`config.mk`:
```
export PLATFORM = sky130hd
export DESIGN_NAME = lvds_video_tx
export DESIGN_NICKNAME = d
export VERILOG_FILES = /design/src/rtl/lvds_video_tx.sv
export SDC_FILE = /design/constraint.sdc
export NUM_CORES = 1
export LEC_CHECK = 0
export BUFFER_PORTS_ARGS = -buffer_cell sky130_fd_sc_hd__clkbuf_2
export CAP_MARGIN = 20
export CORE_ASPECT_RATIO = 0.9
export CORE_MARGIN = 2
export CORE_UTILIZATION = 57
export CTS_BUF_LIST = sky130_fd_sc_hd__clkbuf_8
export DETAILED_ROUTE_END_ITERATION = 7
export PLACE_DENSITY_LB_ADDON = 0.2
export SLEW_MARGIN = 20
export SYNTH_ARGS = -nofsm -noshare
export SYNTH_HDL_FRONTEND = slang
export SYNTH_SLANG_ARGS = --single-unit
```
`constraint.sdc`:
```
create_clock -name clk -period 3.55 [get_ports clk]
set_input_delay 0.1775 -clock clk [delete_from_list [all_inputs] [get_ports clk]]
set_output_delay 0.1775 -clock clk [all_outputs]
set_load 0.005 [all_outputs]
```
`src/rtl/lvds_video_tx.sv`:
```
// lvds_video_tx: 7:1 LVDS video serialiser with timing generator and built-in test patterns
module lvds_video_tx #(
    parameter int COLOR_BITS = 6,
    parameter int H_ACTIVE   = 1024,
    parameter int H_FP       = 128,
    parameter int H_SYNC     = 20,
    parameter int H_BP       = 0,
    parameter int V_ACTIVE   = 310,
    parameter int V_FP       = 1,
    parameter int V_SYNC     = 2,
    parameter int V_BP       = 17,
    parameter bit HS_POL     = 1'b1,
    parameter bit VS_POL     = 1'b1,
    localparam int NP        = (COLOR_BITS == 6) ? 3 : 4
) (
    input  logic                    clk,
    input  logic                    reset,
    input  logic [1:0]              pattern_sel,
    input  logic [3*COLOR_BITS-1:0] solid_rgb,
    input  logic [3*COLOR_BITS-1:0] pix_data,
    input  logic                    pix_valid,
    output logic                    pix_req,
    output logic [NP-1:0]           pairs,
    output logic                    pair_clk,
    output logic                    frame_start,
    output logic                    underflow,
    output logic [15:0]             frame_count
);
    localparam int C = COLOR_BITS;
    localparam int H_TOTAL = H_ACTIVE + H_FP + H_SYNC + H_BP;
    localparam int V_TOTAL = V_ACTIVE + V_FP + V_SYNC + V_BP;
    localparam int HW = $clog2(H_TOTAL + 1);
    localparam int VW = $clog2(V_TOTAL + 1);
    localparam logic [HW-1:0] H_LAST = HW'(H_TOTAL - 1);
    localparam logic [HW-1:0] H_ACT  = HW'(H_ACTIVE);
    localparam logic [HW-1:0] H_END  = HW'(H_ACTIVE - 1);
    localparam logic [HW-1:0] HS_B   = HW'(H_ACTIVE + H_FP);
    localparam logic [HW-1:0] HS_E   = HW'(H_ACTIVE + H_FP + H_SYNC);
    localparam logic [VW-1:0] V_LAST = VW'(V_TOTAL - 1);
    localparam logic [VW-1:0] V_ACT  = VW'(V_ACTIVE);
    localparam logic [VW-1:0] V_END  = VW'(V_ACTIVE - 1);
    localparam logic [VW-1:0] VS_B   = VW'(V_ACTIVE + V_FP);
    localparam logic [VW-1:0] VS_E   = VW'(V_ACTIVE + V_FP + V_SYNC);
    localparam int BW  = H_ACTIVE / 8;
    localparam int BCW = (BW > 1) ? $clog2(BW) : 1;
    localparam logic [BCW-1:0] BW_LAST = BCW'(BW - 1);
    localparam logic [6:0] CLK_PAT = 7'b1100011;

    logic [2:0]            slot;
    logic [HW-1:0]         h;
    logic [VW-1:0]         v;
    logic [BCW-1:0]        bar_cnt;
    logic [2:0]            bar_idx;
    logic [1:0]            pat_q;
    logic                  req_pend;
    logic                  started;
    logic [NP-1:0][6:0]    word;
    logic [NP-1:0][6:0]    nw;
    logic                  first;
    logic                  load;
    logic                  de;
    logic                  hs;
    logic                  vs;
    logic                  rb;
    logic                  bb;
    logic [1:0]            pat;
    logic [3*C-1:0]        rgb;

    function automatic logic [6:0] pack_word(input int k, input logic [C-1:0] cr, cg, cb,
                                             input logic fde, fvs, fhs);
        return k == 0 ? {cg[0], cr[5:0]} :
               k == 1 ? {cb[1:0], cg[5:1]} :
               k == 2 ? {fde, fvs, fhs, cb[5:2]} :
                        {1'b0, cb[C-1:C-2], cg[C-1:C-2], cr[C-1:C-2]};
    endfunction

    // Timing flags, pattern selection and colour for the pixel (h,v) about to be loaded
    always_comb begin
        first = (h == '0) && (v == '0);
        load  = (slot == 3'd0);
        pat   = first ? pattern_sel : pat_q;
        de    = (h < H_ACT) && (v < V_ACT);
        hs    = (h >= HS_B && h < HS_E) ? HS_POL : ~HS_POL;
        vs    = (v >= VS_B && v < VS_E) ? VS_POL : ~VS_POL;
        rb    = (v == '0) || (v == V_END);
        bb    = (h == '0) || (h == H_END);
        rgb   = !de           ? '0 :
                pat == 2'd1   ? solid_rgb :
                pat == 2'd2   ? {{C{rb}}, {C{1'b0}}, {C{bb}}} :
                pat == 2'd3   ? {{C{bar_idx[2]}}, {C{bar_idx[1]}}, {C{bar_idx[0]}}} :
                (req_pend && pix_valid) ? pix_data : '0;
        for (int k = 0; k < NP; k++)
            nw[k] = pack_word(k, rgb[3*C-1:2*C], rgb[2*C-1:C], rgb[C-1:0], de, vs, hs);
    end

    // Serial outputs and the pixel request strobe, all forced low while in reset
    always_comb begin
        for (int k = 0; k < NP; k++)
            pairs[k] = ~reset & word[k][slot];
        pair_clk = ~reset & CLK_PAT[slot];
        pix_req  = ~reset & (slot == 3'd3) & de & (pat == 2'd0);
    end

    // Slot sequencer, raster counters, word load and frame bookkeeping
    always_ff @(posedge clk) begin
        if (reset) begin
            slot        <= 3'd6;
            h           <= '0;
            v           <= '0;
            bar_cnt     <= '0;
            bar_idx     <= '0;
            pat_q       <= '0;
            req_pend    <= 1'b0;
            started     <= 1'b0;
            word        <= '0;
            frame_start <= 1'b0;
            underflow   <= 1'b0;
            frame_count <= '0;
        end else begin
            slot        <= load ? 3'd6 : slot - 3'd1;
            frame_start <= load && first;
            if (slot == 3'd3)
                req_pend <= pix_req;
            if (load) begin
                word     <= nw;
                req_pend <= 1'b0;
                if (req_pend && !pix_valid)
                    underflow <= 1'b1;
                if (first) begin
                    pat_q   <= pattern_sel;
                    started <= 1'b1;
                    if (started)
                        frame_count <= frame_count + 16'd1;
                end
                h <= (h == H_LAST) ? '0 : h + 1'b1;
                if (h == H_LAST)
                    v <= (v == V_LAST) ? '0 : v + 1'b1;
                if (h == H_LAST) begin
                    bar_cnt <= '0;
                    bar_idx <= '0;
                end else if (bar_cnt == BW_LAST) begin
                    bar_cnt <= '0;
                    bar_idx <= bar_idx + 3'd1;
                end else begin
                    bar_cnt <= bar_cnt + 1'b1;
                end
            end
        end
    end
endmodule

```
# Yosys cells after proc, flatten, opt, wreduce, memory -nomap -nowiden
# Memories as Yosys holds them, arrays and structs flattened. A register that Yosys moved wholly into a read port is not among the register bits.
# Cells that the tools add are included.
[totals]
mem_bits_ro = 8
n_memories = 1
output_inout_bits = 23
ff_bits = 76
word_cells = 88
in_bits = 41
[memory_table]
columns = ["memory", "words", "width", "read_ports", "rd_ports_with_merged_regs", "write_ports", "line", "rtl"]
rows = [
  ["(no name shown)", 8, 1, 1, 1, 0, "100", "pair_clk = ~reset & CLK_PAT[slot];"],
]
[op_classes]
addsub = 6
order_cmp = 7
n_reduce_logical = 21
bitwise = 8
muxes = 22
n_eq_ne = 9
[ops]
columns = ["op", "n"]
rows = [
  ["two-way mux 18 bit", 5],
  ["< comparator 11 bit, second input constant", 2],
  ["== test 9 bit, second input constant", 2],
  ["< comparator 9 bit, second input constant", 2],
  ["adder 16 x 1 -> 16 bit, second input constant", 1],
  ["two-way mux 7 bit", 2],
  ["adder 11 x 1 -> 11 bit, second input constant", 1],
  ["== test 11 x 10 -> 1 bit, second input constant", 1],
  ["== test 11 bit, second input constant", 1],
  [">= comparator 11 bit, second input constant", 1],
  ["logical NOT 11 bit", 1],
  ["two-way mux 11 bit", 1],
  ["adder 9 x 1 -> 9 bit, second input constant", 1],
  ["binary-select mux 1 bit (select 3 bit)", 3],
  [">= comparator 9 bit, second input constant", 1],
  ["logical NOT 9 bit", 1],
  ["two-way mux 3 bit", 3],
  ["two-way mux 9 bit", 1],
  ["AND reduction 2 bit", 4],
  ["adder 7 x 1 -> 7 bit, second input constant", 1],
  ["AND 1 bit", 7],
  ["== test 7 bit, second input constant", 1],
  ["logical AND 1 bit", 7],
  ["two-way mux 1 bit", 6],
  ["other kinds (15)", 17],
]

# Longest topological paths before layout
[logic_depth]
ltp_word = 8
mapped_depth = 10

# Worst setup path after synthesis
# OpenSTA, ideal clock, no wires.
[synth_path]
kind = "reg2reg"
startpoint = "reg h[0]"
endpoint = "reg word[10] in the netlist's numbering"
n_path_buf = 0
setup_slack_ns = 1.200
t_arrival_ns = 2.228
stages_incl_launch_ff = 9
path_cell_list = "dfxtp_1 > inv_1 > ha_1 > nor4b_1 > nand3_1 > nor2_4 > mux2i_2 > mux2i_1 > a221o_1"
[synth_between]
elab_chain_cells = 8
word_cells_on_any_way = 12
classes_between = "order compare (1); eq/ne (3); mux (5); reduce/logical (3)"
[synth_rtl]
columns = ["element", "line", "rtl"]
rows = [
  ["start: declaration", "50", "logic [HW-1:0] h;"],
  ["start signal: assignment", "135", "h <= (h == H_LAST) ? '0 : h + 1'b1;"],
  ["logical NOT 11 bit", "79", "first = (h == '0) && (v == '0);"],
  ["logical AND 1 bit", "79", ""],
  ["two-way mux 2 bit", "-", ""],
  ["== test 2 bit", "90", "pat == 2'd3 ? {{C{bar_idx[2]}}, {C{bar_idx[1]}}, {C{bar_idx[0]}}} :"],
  ["two-way mux 18 bit", "90", ""],
  ["two-way mux 18 bit", "89", "pat == 2'd2 ? {{C{rb}}, {C{1'b0}}, {C{bb}}} :"],
  ["two-way mux 18 bit", "88", "pat == 2'd1 ? solid_rgb :"],
  ["two-way mux 18 bit *", "87", "rgb = !de ? '0 :"],
  ["end signal: assignment", "125", "word <= nw;"],
  ["end: declaration", "57", "logic [NP-1:0][6:0] word;"],
]
# Mark *: on every way between the ends. The rest lies on a longest branch, timed or not.
# A chain may end at the register's enable or synchronous reset.

# Worst setup path after layout
[layout_path]
startpoint = "reg h[0]"
endpoint = "out pix_req"
[layout_between]
elab_chain_cells = 5
word_cells_on_any_way = 8
classes_between = "order compare (1); mux (1); bitwise (2); reduce/logical (4)"
[layout_rtl]
columns = ["element", "line", "rtl"]
rows = [
  ["parallel branches: the longest is 4 deep, another holds < comparator 11 bit", "-", ""],
  ["AND 1 bit *", "101", "pix_req = ~reset & (slot == 3'd3) & de & (pat == 2'd0);"],
  ["end: declaration", "22", "output logic pix_req,"],
]
# Every way passes the cells marked *.

==> reports/results.txt <==
Remaining antenna violation count: 0
FF-to-FF setup slack: 0.81 ns
Via count: 3582
Post-synthesis adder-cell area fraction: 3.402%
Synth area leaders: dfxtp_1 38%, nor2_1 5.9%, nand2_1 4.5%
Post-synthesis xor/xnor area fraction: 7.362%
Drt wl/cell: 14.46 um
Post-Synthesis Cells: 468
Pwr dens: 378.4 nW/um^2
Fraction of synthesized area in multiplexers: 6.588%
Reg-to-Reg Start: h[0]
Fin. max-slew vios: 0
Filler Cells Inserted: 601
Total power: 0.001751 W
Dpl hpwl: 6611 um
#FFs+latches synth: 77
Grt ovf: 0
Synth cell types: 54
Leak pwr: 1.871 nW
Clk_lat worst skew: 0.35 ns
Maximum vdd drop: 0.2771 mV
Root Driver: clkbuf_8
Die width: 92.80 um
Hold Path Class: primary input to flip-flop
Hold Violations, Final: 0
Post-synthesis compound-gate area fraction: 13.42%
CP peak stage delay: 0.54 ns
Die Y: 83.92 um
Setup Skew: 0.01191 ns
Largest family of logic cells by synthesized area: simple AND/OR/NAND/NOR gates
# rows: 29
Rel. slew slack: 59.54%
Reg2reg end: word[11]
Worst-path maximum fanout: 7
First DRT Iteration DRCs: 173
Fmax: 0.3446 GHz
CTS Sinks: 77
CTS Buffer Depth: 2
Syn Area/Cell: 8.643 sq um
Global-route wire length before repair: 14950 um
Seq/Total Area, Yosys: 38.11%
Share of cells above drive strength 1: 19.40%
Buf/Inv on CP: 2
Core area: 6967 sq um
Design Area, Final: 4627 sq um
Syn Nets: 520
Fin cells: 624
Total GRT Usage: 23.55%
Dominant synthesized flop cell: dfxtp_1
Critical Path RT: 3.37 ns
CTS tree: built
Critical path class: flip-flop to output pin
Depth of the worst hold-timing path: 3
Setup TNS: 0 ns
Port bufs: 63
Hold Path Origin: solid_rgb[17]
Initial Utilization: 58.06%
Final wirelength: 9023 um
Post-synth top area share: 38.11%
Inst Count DP: 608
Mapped Area: 4045 sq um
Post-CTS setup buffers: 0
Fin crit period: 2.902 ns
RSZ-0062 raised after global routing: false
Fin nets: 578
Vias in the first global route: 3207
Final core utilization: 66.42%
Synth top cells by count: 77 x dfxtp_1, 64 x nor2_1, 49 x nand2_1, 22 x a21oi_1, 21 x nand3_1
Setup crit start kind: flip-flop
R2r worst-path depth: 8
Crit-path cells: inv_1 > ha_1 > nor4b_1 > nand3_1 > nor2_4 > mux2i_2 > nor4_4 > clkbuf_2
Max Cap Violations: 0
Slowest-stage cell, CP: mux2i_2
Vias per cell: 5.740
FFs w/ async S/R, synth: 0%
Router iterations before antenna repair: 4
Post-synth EDFFs: 0
Endpoint of the worst hold path: word[5]
Synth Area in Simple Gates: 27.31%
Initial antenna violation count: 0
Final period util: 81.75%
Largest net degree at the start of global routing: 39
Area leader, netlist: dfxtp_1
CTS clk-pin slew, worst paths: 0.08 ns
Post-DP Area: 4420 sq um
Post-CTS sizing: 0
Status: completed
Antenna Cells: 0
Largest delay share family, worst path: simple AND/OR/NAND/NOR gates
Yosys warning total: 0
# hold bufs at CTS: 0
P&R area growth vs syn: 14.38%
Slew @ Worst Pin: 0.6069 ns
Remaining DRCs: 0
Crit. End Element: output pin
Total CTS buffers: 9
Most instantiated library cell after synthesis: dfxtp_1
Gp weighted congestion: 0.8513
Setup violations, final: 0
Die area: 7788 sq um
IO Pins: 64
Critical Path AT: 2.72 ns
CTS H-tree depth: 3
==> worst max path at each step <==
stage,from,end,depth (start not counted)
after floorplan,h[0],word[10],8
after global placement,h[0],word[9],8
after detailed placement,h[0],word[11],8
after CTS,h[0],pix_req,8
after global routing,h[0],pix_req,8
final,h[0],pix_req,8
==> cells in the final DEF, fill, tap and decap left out, types with 4 or more instances in the layout <==
cell       instances
o21ai_0           13
and4_1             5
buf_4              4
a22o_1             6
a2bb2oi_1          6
a21oi_1           22
clkbuf_2          63
dfxtp_1           77
or3_1              6
nor3_1            16
nand3_1           21
ha_1              11
inv_1             18
xnor2_1           17
and2_1             5
nand2_1           49
nand4_1            8
o31ai_1            8
mux2i_1           16
clkbuf_8          10
nor2_1            64
and3_1             8
xor2_1            17
a221o_1            6
==> worst reg2reg max path, stage by stage, from the launching register on <==
cell     delay (ns)
dfxtp_1        0.34
inv_1          0.08
ha_1           0.16
nor4b_1        0.43
nand3_1        0.30
nor2_4         0.29
mux2i_2        0.54
mux2i_1        0.17
a221o_1        0.34
==> layer usage <==
layer | GRT usage (%) | routed length, um
met1 | 33.20 | 4110
met2 | 36.43 | 4217
met4 | 6.818 | 124
met5 | 0 | 0
met3 | 4.968 | 571
==> sequential cells by signal (all words and copies together) (netlist names), named ones only <==
name	cells
word	21
frame_count	16
h	11
v	9
bar_cnt	7
bar_idx	3
slot	3
pat_q	2
frame_start	1
req_pend	1
started	1
underflow	1
==> logic make-up (layout without fill, tap and decap cells) <==
kind of cell             count (synthesis)  in the layout
AO/OA/AOI/OAI                           76             76
XOR/XNOR                                34             34
adder cells (fa/ha/maj)                 11             11
buffers and inverters                   38            101
flip-flops                              77             77
multiplexers                            22             22
AND/OR/NAND/NOR                        210            210
==> report_power, final <==
part | leakage, nW | switching, W | internal [W] | total [W]
clock | 0.103 | 0.000340 | 0.000349 | 0.000689
combinational | 1.15 | 0.0000886 | 0.0000738 | 0.000162
sequential | 0.621 | 0.0000201 | 0.000880 | 0.000900
total | 1.87 | 0.000448 | 0.00130 | 0.00175
==> area by class of cell <==
class | count | area (sq um) | area share, %
Inverter | 18 | 67.56 | 1.460
Clock buffer | 10 | 137.6 | 2.975
Clock inverter | 6 | 68.82 | 1.487
Timing Repair Buffer | 67 | 345.3 | 7.463
Multi-Input combinational cell | 353 | 2350 | 50.78
Tap cell | 93 | 116.4 | 2.515
Sequential cell | 77 | 1541 | 33.32
==> stage by stage <==
| stage | worst slack, ns | hold slack (ns) |
|---|---|---|
| after detailed placement | 0.8635 | 0.4397 |
| after global routing | 0.5065 | 0.1333 |
| after CTS | 0.6764 | 0.1054 |
| after global placement | 1.019 | 0.4356 |
| final | 0.6478 | 0.1103 |
| after floorplan | 1.200 | 0.3247 |
No activity file was read; power rests on OpenSTA's default activity.
